### config.mk
export PLATFORM = sky130hd
export DESIGN_NAME = ap_ctrl_hs_driver
export DESIGN_NICKNAME = d
export VERILOG_FILES = /design/src/rtl/ap_ctrl_hs_driver.sv
export SDC_FILE = /design/constraint.sdc
export NUM_CORES = 1
export LEC_CHECK = 0
export CAP_MARGIN = 10
export CORE_UTILIZATION = 45
export CTS_BUF_LIST = sky130_fd_sc_hd__clkbuf_16
export DETAILED_ROUTE_END_ITERATION = 12
export PLACE_DENSITY = 0.67
export SYNTH_ARGS = -nofsm -noshare
export SYNTH_HDL_FRONTEND = slang
export SYNTH_SLANG_ARGS = --single-unit
### constraint.sdc
create_clock -name clock -period 8.14 [get_ports clock]
set_input_delay 0.814 -clock clock [delete_from_list [all_inputs] [get_ports clock]]
set_output_delay 0.814 -clock clock [all_outputs]
set_load 0.1 [all_outputs]
### src/rtl/ap_ctrl_hs_driver.sv
// Initiator for the ap_ctrl_hs block-level handshake: launches a kernel a programmed
// number of times, timestamps each start and reports latency and total run time.
module ap_ctrl_hs_driver #(
    parameter int CNT_W        = 32,
    parameter int MAX_INFLIGHT = 2
) (
    input  logic             clock,
    input  logic             reset,
    input  logic             cmd_valid,
    output logic             cmd_ready,
    input  logic [CNT_W-1:0] cmd_count,
    input  logic             abort,
    output logic             ap_start,
    input  logic             ap_ready,
    input  logic             ap_done,
    output logic             busy,
    output logic             finish,
    output logic [CNT_W-1:0] issued_cnt,
    output logic [CNT_W-1:0] done_cnt,
    output logic [CNT_W-1:0] total_cycles,
    output logic [CNT_W-1:0] last_latency,
    output logic [CNT_W-1:0] max_latency,
    output logic             proto_err
);

    localparam int IF_W  = $clog2(MAX_INFLIGHT + 1);
    localparam int PTR_W = (MAX_INFLIGHT > 1) ? $clog2(MAX_INFLIGHT) : 1;

    localparam logic [1:0] IDLE   = 2'd0;
    localparam logic [1:0] ISSUE  = 2'd1;
    localparam logic [1:0] DRAIN  = 2'd2;
    localparam logic [1:0] FINISH = 2'd3;

    logic [1:0]       state, state_nxt;
    logic [CNT_W-1:0] remaining, remaining_nxt;
    logic [CNT_W-1:0] cycle_ctr;
    logic [IF_W-1:0]  inflight, inflight_nxt;
    logic             ap_start_nxt;
    logic             fresh, fresh_nxt;
    logic             abort_pend, abort_pend_nxt;
    logic [CNT_W-1:0] ts_mem [MAX_INFLIGHT];
    logic [PTR_W-1:0] wr_ptr, rd_ptr;
    logic             accept, hs, pop, push;
    logic [CNT_W-1:0] latency;

    function automatic logic [CNT_W-1:0] sat_inc(input logic [CNT_W-1:0] x);
        return (x == '1) ? x : x + 1'b1;
    endfunction

    function automatic logic [PTR_W-1:0] ptr_inc(input logic [PTR_W-1:0] p);
        return (p == PTR_W'(MAX_INFLIGHT - 1)) ? '0 : p + 1'b1;
    endfunction

    assign cmd_ready = (state == IDLE);
    assign busy      = (state != IDLE);
    assign accept    = cmd_valid & cmd_ready;
    assign hs        = ap_start & ap_ready;
    assign pop       = ap_done & (inflight != '0);
    // A start that has just been raised (or re-raised after a handshake) owns a new timestamp.
    assign push      = ap_start & fresh;
    assign latency   = cycle_ctr - ts_mem[rd_ptr];

    always_comb begin
        state_nxt      = state;
        remaining_nxt  = remaining;
        inflight_nxt   = inflight;
        ap_start_nxt   = 1'b0;
        abort_pend_nxt = abort_pend;
        if (hs)
            inflight_nxt = inflight_nxt + 1'b1;
        if (pop)
            inflight_nxt = inflight_nxt - 1'b1;
        case (state)
            IDLE: begin
                if (accept) begin
                    abort_pend_nxt = 1'b0;
                    inflight_nxt   = '0;
                    remaining_nxt  = cmd_count;
                    if (cmd_count != '0) begin
                        ap_start_nxt = 1'b1;
                        state_nxt    = ISSUE;
                    end else begin
                        state_nxt = FINISH;
                    end
                end
            end
            ISSUE: begin
                if (hs)
                    remaining_nxt = remaining - 1'b1;
                if (abort && ap_start && !ap_ready)
                    abort_pend_nxt = 1'b1;
                // An abort never cuts a pending start short; it takes effect at the handshake.
                if ((abort || abort_pend) && (!ap_start || ap_ready)) begin
                    remaining_nxt  = '0;
                    abort_pend_nxt = 1'b0;
                end
                if (ap_start && !ap_ready)
                    ap_start_nxt = 1'b1;
                else
                    ap_start_nxt = (remaining_nxt != '0) && (inflight_nxt < IF_W'(MAX_INFLIGHT));
                if (remaining_nxt == '0 && !ap_start_nxt)
                    state_nxt = DRAIN;
            end
            DRAIN: begin
                if (inflight_nxt == '0)
                    state_nxt = FINISH;
            end
            FINISH:  state_nxt = IDLE;
            default: state_nxt = IDLE;
        endcase
    end

    assign fresh_nxt = ap_start_nxt & (~ap_start | hs);

    always_ff @(posedge clock) begin
        if (reset) begin
            state        <= IDLE;
            remaining    <= '0;
            inflight     <= '0;
            ap_start     <= 1'b0;
            fresh        <= 1'b0;
            abort_pend   <= 1'b0;
            wr_ptr       <= '0;
            rd_ptr       <= '0;
            cycle_ctr    <= '0;
            finish       <= 1'b0;
            issued_cnt   <= '0;
            done_cnt     <= '0;
            total_cycles <= '0;
            last_latency <= '0;
            max_latency  <= '0;
            proto_err    <= 1'b0;
        end else begin
            state      <= state_nxt;
            remaining  <= remaining_nxt;
            inflight   <= inflight_nxt;
            ap_start   <= ap_start_nxt;
            fresh      <= fresh_nxt;
            abort_pend <= abort_pend_nxt;
            finish     <= (state_nxt == FINISH);
            if (accept) begin
                wr_ptr       <= '0;
                rd_ptr       <= '0;
                cycle_ctr    <= '0;
                issued_cnt   <= '0;
                done_cnt     <= '0;
                total_cycles <= '0;
                last_latency <= '0;
                max_latency  <= '0;
                proto_err    <= 1'b0;
            end else begin
                if (busy)
                    cycle_ctr <= sat_inc(cycle_ctr);
                if (push)
                    wr_ptr <= ptr_inc(wr_ptr);
                if (hs)
                    issued_cnt <= sat_inc(issued_cnt);
                if (pop) begin
                    rd_ptr       <= ptr_inc(rd_ptr);
                    last_latency <= latency;
                    done_cnt     <= sat_inc(done_cnt);
                    if (latency > max_latency)
                        max_latency <= latency;
                end else if (ap_done) begin
                    proto_err <= 1'b1;
                end
                // cycle_ctr reads 0 in the first busy cycle, so +1 gives cycles since accept.
                if (state == FINISH)
                    total_cycles <= sat_inc(cycle_ctr);
            end
        end
    end

    always_ff @(posedge clock) begin
        if (push)
            ts_mem[wr_ptr] <= cycle_ctr;
    end

endmodule

==> results <==
- The flow ran to the end, and the final reports show no timing, DRC or antenna violations.
- Data arrives at the worst endpoint at 6.81 ns.
- The pin count of the biggest net entering global routing is 103.
- For this design the total switching power over the nets is 1.27 mW.
- The final layout contains routed wiring with a total length of 42,000 um.
- The depth of the CTS H-tree is 2.
- Measured against its own limit, the worst slew margin works out to 22.9%.
- In this run the worst path has a maximum fanout of 27.
- Across all layers, the routed design uses 13.5k vias.
- The via count of the first global-routing pass is 12.7k.
- For this run, design rule violations remaining after detail routing come to 0.
- The proportion of synthesized chip area in sequential cells is 42.6%.
- The maximum achievable frequency is 155 MHz.
- Registers take 6650 um^2.
- Power spread over the standard cell area amounts to 212 nW/um^2.
- Setup slack on the worst reg-to-reg path comes out at 1.68 ns.
- The height of the chip is 188 um.
- Setup repair after global routing left no endpoint under its margin.
- Grouping stages by cell kind, the critical path spends the most delay in compound AO/OA/AOI/OAI gates.
- The portion of total power attributed to sequential cells is 40.5%.
- The worst hold slack across all endpoints is 0.454 ns.
- The setup path with the least slack is of type reg -> reg.
- The final-report hold violation count is 0.
- The clock passes through at most 3 buffers.
- Traced cell by cell, the critical path runs through buf_4 -> mux2i_1 -> ha_1 -> a21o_1 -> a21oi_1 -> o21ai_0 -> or3_1 -> o2111a_1 -> o31ai_1 -> nor2b_1 -> xnor2_1 -> ha_1 -> nand4_1 -> or4_1 -> nor2_1 -> a21oi_1 -> o31ai_1 -> o21a_1 -> buf_4 -> inv_1 -> mux2i_1 -> nor2_1.
- The clock tree from TritonCTS is yes.
- The buffer type at the clock tree root is sky130_fd_sc_hd__clkbuf_16.
- The slowest stage of the critical path belongs to the cell sky130_fd_sc_hd__dfxtp_2.
- Dividing the detail-routed wire length by the instance count gives 17.3 um.
- After synthesis, the netlist uses 75 different library cells.
- For this design, the sink count on the clock tree is 300.
- For this run, the leading register cell type out of synthesis is sky130_fd_sc_hd__dfxtp_1.
- The detailed-route vias per instance is 5.55.
- The proportion of layout cells with a drive suffix above 1 is 4.59%.
- The critical path contains buffers and inverters numbering 3 combined.
- The sort of element at the start of the critical path is a register.
- The later pin in the worst-skew pair is clocked with a latency of 0.51 ns.
- The number of synthesized flops with an enable pin is 64.
- The terminus of the critical flop-to-flop path is max_latency[25]$_SDFFE_PP0P_.
- The detailed-placement wirelength estimate is 30,000 um.
- The die covers 35,400 um^2.
- In the synthesized netlist the async set-or-reset flop fraction comes to 0%.
- After routing the design area is 19,100 um^2.
- Averaged over all synthesized cells, the footprint is 8.70 um^2.
- The number of synthesized register bits is 300.
- The biggest cell delay along the critical path is 0.70 ns.
- The number of input and output port buffers inserted is 202.
- The power share of the clock group is 37.9%.
- Once the floorplan was initialized, standard cells occupied 46.1% of the core.
- Post-CTS timing repair inserted 0 buffers for setup.
- The first global-routing pass estimated 67,900 um of wire.
- After layout, the worst path uses 79.4% of the clock period.
- For the worst setup path, the data required time is 8.49 ns.
- The final setup skew is 0.0172 ns.
- The final-layout fill cell count is 3,085.
- Counting every net in the synthesized netlist gives 1,902.
- The initial antenna violation count was 1.
- The post-synthesis to final-layout area growth is 22.3%.
- The measured slew at the worst slew-check pin is 1.16 ns.
- The number of warnings reported in the yosys synthesis log is 0.
- For this design the static power due to leakage is 6.66 nW.
- In this run the biggest area consumer among cell types represents 30.3% of the synthesized area.
- The hold path endpoint is last_latency[7]$_SDFFE_PP0P_.
- After detailed placement, the total cell area comes to 18,000 um^2.
- The clock period minus worst slack is 6.46 ns.
- Setup violations remaining at the end of the flow were counted as 0.
- The violation count after the first detailed-route iteration is 893.
- The worst setup path is captured at a register.
- Synthesis produced 1,795 cells.
- The count of final max-slew check failures came to 0.
- Cell internal power was estimated by the tool at 2.77 mW.
- The floorplan row count is 67.
- sky130_fd_sc_hd__dfxtp_1 takes more of the synthesized area than any other cell.
- The cell area after technology mapping is 15,600 um^2.
- The reported max-cap violation count is 0.
- The share of total power dissipated in combinational logic is 21.5%.
- The hold path startpoint is last_latency[7]$_SDFFE_PP0P_.
- The post-CTS resize count is 0.
- The routability-driven placement congestion ratio is 0.913.
- The number of antenna diodes in the final layout is 0.
- The first-pass iteration count of the detailed router is 7.
- The die extent in x is 188 um.
- The type of the tightest min-delay check is reg -> reg.
- The clock slew seen by the registers of the worst setup and hold paths is 0.06 ns.
- Net switching is 31.4% of the power.
- The final layout contains 2,067 nets.
- The worst hold path passes through 2 cells.
- Hold repair after CTS inserted 0 buffers.
- The number of buffers created by CTS is 34.
- The core outline area is 33,900 um^2.
- After global routing the overflow that remains totals 0.
- The I/O pin count is 203.
- By area the synthesized netlist is led by sky130_fd_sc_hd__dfxtp_1 (30%), sky130_fd_sc_hd__edfxtp_1 (12%), sky130_fd_sc_hd__ha_1 (5.4%).
- The area of the multi-input gates is 8430 um^2.
- After routing, the total negative slack on setup checks comes to 0 ns.
- The number of antenna-violating nets in the routed design is 0.
- The worst-case IR drop observed on VDD is 0.136 mV.
- For this run, the total global-route usage over all layers was measured as 23.4%.
- The number of cells on the worst reg-to-reg path is 22.
[state kept, by name, summed over array words and instances, names as in the netlist, 2 cells and up, named ones only]
| name | count |
|---|---|
| total_cycles | 32 |
| done_cnt | 32 |
| inflight | 2 |
| ts_mem | 64 |
| cycle_ctr | 32 |
| max_latency | 32 |
| issued_cnt | 32 |
| remaining | 32 |
| state | 2 |
| last_latency | 32 |
[worst max-delay path by stage]
| stage | start | endpoint | slack, ns | cells after the start |
|---|---|---|---|---|
| 4_1_cts | register | max_latency[15]$_SDFFE_PP0P_ | 1.68 | 22 |
| 6_report | register | max_latency[25]$_SDFFE_PP0P_ | 1.68 | 22 |
| 3_3_place_gp | register | max_latency[25]$_SDFFE_PP0P_ | 1.91 | 22 |
| 3_5_place_dp | register | max_latency[15]$_SDFFE_PP0P_ | 1.71 | 22 |
| 5_1_grt | register | max_latency[25]$_SDFFE_PP0P_ | 1.23 | 22 |
| 2_1_floorplan | register | max_latency[1]$_SDFFE_PP0P_ | 2.43 | 23 |
[stage by stage]
stage	std cells	power [mW]	setup slack, ns	util (%)
after CTS	2431	4.07	1.68	56.4
after global routing	2431	4.22	1.23	56.4
after floorplan	1795	2.31	2.43	-
after detailed placement	2372	2.54	1.71	53.1
after global placement	2372	2.53	1.91	53.1
final	2431	4.04	1.68	56.4
[Yosys cell counts, drive strengths merged, types with 4 or more instances]
cell type and count:
nor3 47, nand3b 5, xor2 80, nor2b 16, inv 60, o21ai 65
nor2 225, and4 13, a211oi 28, ha 68, o21bai 5, edfxtp 64
a22oi 6, nor4 35, buf 17, a221oi 5, or3 17, and3 23
xnor2 89, nand2b 14, o311ai 4, and2 15, nand4 47, a31oi 6
or2 4, nand3 66, o211ai 5, dfxtp 236, a21oi 139, nand2 197
a21o 11, clkbuf 69, mux2i 53, o31ai 6, or4 11
[area by class of cell]
class                   instances  share of cell area, %
multi-input cells            1349                   44.1
clock inverters                23                   1.12
inverters                      60                   1.18
repair buffers                215                   11.1
clock buffers                  36                   4.72
well taps                     448                   2.94
flip-flops and latches        300                   34.8
[power by group through the flow]
stage                     combinational [mW]  clock [mW]  sequential, mW
after detailed placement               0.867           0            1.67
final                                  0.871        1.53            1.64
after CTS                              0.871        1.57            1.64
after global routing                   0.943        1.63            1.65
after floorplan                        0.491           0            1.82
after global placement                 0.860           0            1.67
[tightest hold or removal path, cell delays in order (launching register included)]
cell and delay, ns:
sky130_fd_sc_hd__dfxtp_1 0.31, sky130_fd_sc_hd__nand2_1 0.05, sky130_fd_sc_hd__a21oi_1 0.05
[layer usage]
metal,vias up,GRT usage (%),wire [um]
li1,6667,-,-
met1,6363,31.8,19100
met2,397,37.7,19100
met3,73,4.58,2800
met4,2,6.69,1010
met5,-,0,13
[cell usage in the layout (no fill, tap or decap), drive strengths merged, types with 65 or more instances in the layout]
| master | netlist | final |
|---|---|---|
| xor2 | 80 | 80 |
| inv | 60 | 69 |
| clkdlybuf4s50 | 0 | 202 |
| ha | 68 | 68 |
| o21ai | 65 | 65 |
| dfxtp | 236 | 236 |
| nand3 | 66 | 66 |
| nand2 | 197 | 197 |
| xnor2 | 89 | 89 |
| a21oi | 139 | 139 |
| nor2 | 225 | 225 |
[kinds of logic (layout without fill, tap and decap cells)]
group / Yosys count / count (layout) / share of synthesized area (%)
and+or+nand+nor: 741 / 741 / 22.9
AOI/OAI and AO/OA: 316 / 316 / 12.3
DFF: 300 / 300 / 42.6
xor gates and xnor gates: 169 / 169 / 9.48
buffers and inverters: 146 / 334 / 3.62
adders and majority gates: 69 / 69 / 5.58
muxes: 54 / 54 / 3.47
Power figures use the tool's default switching activity.
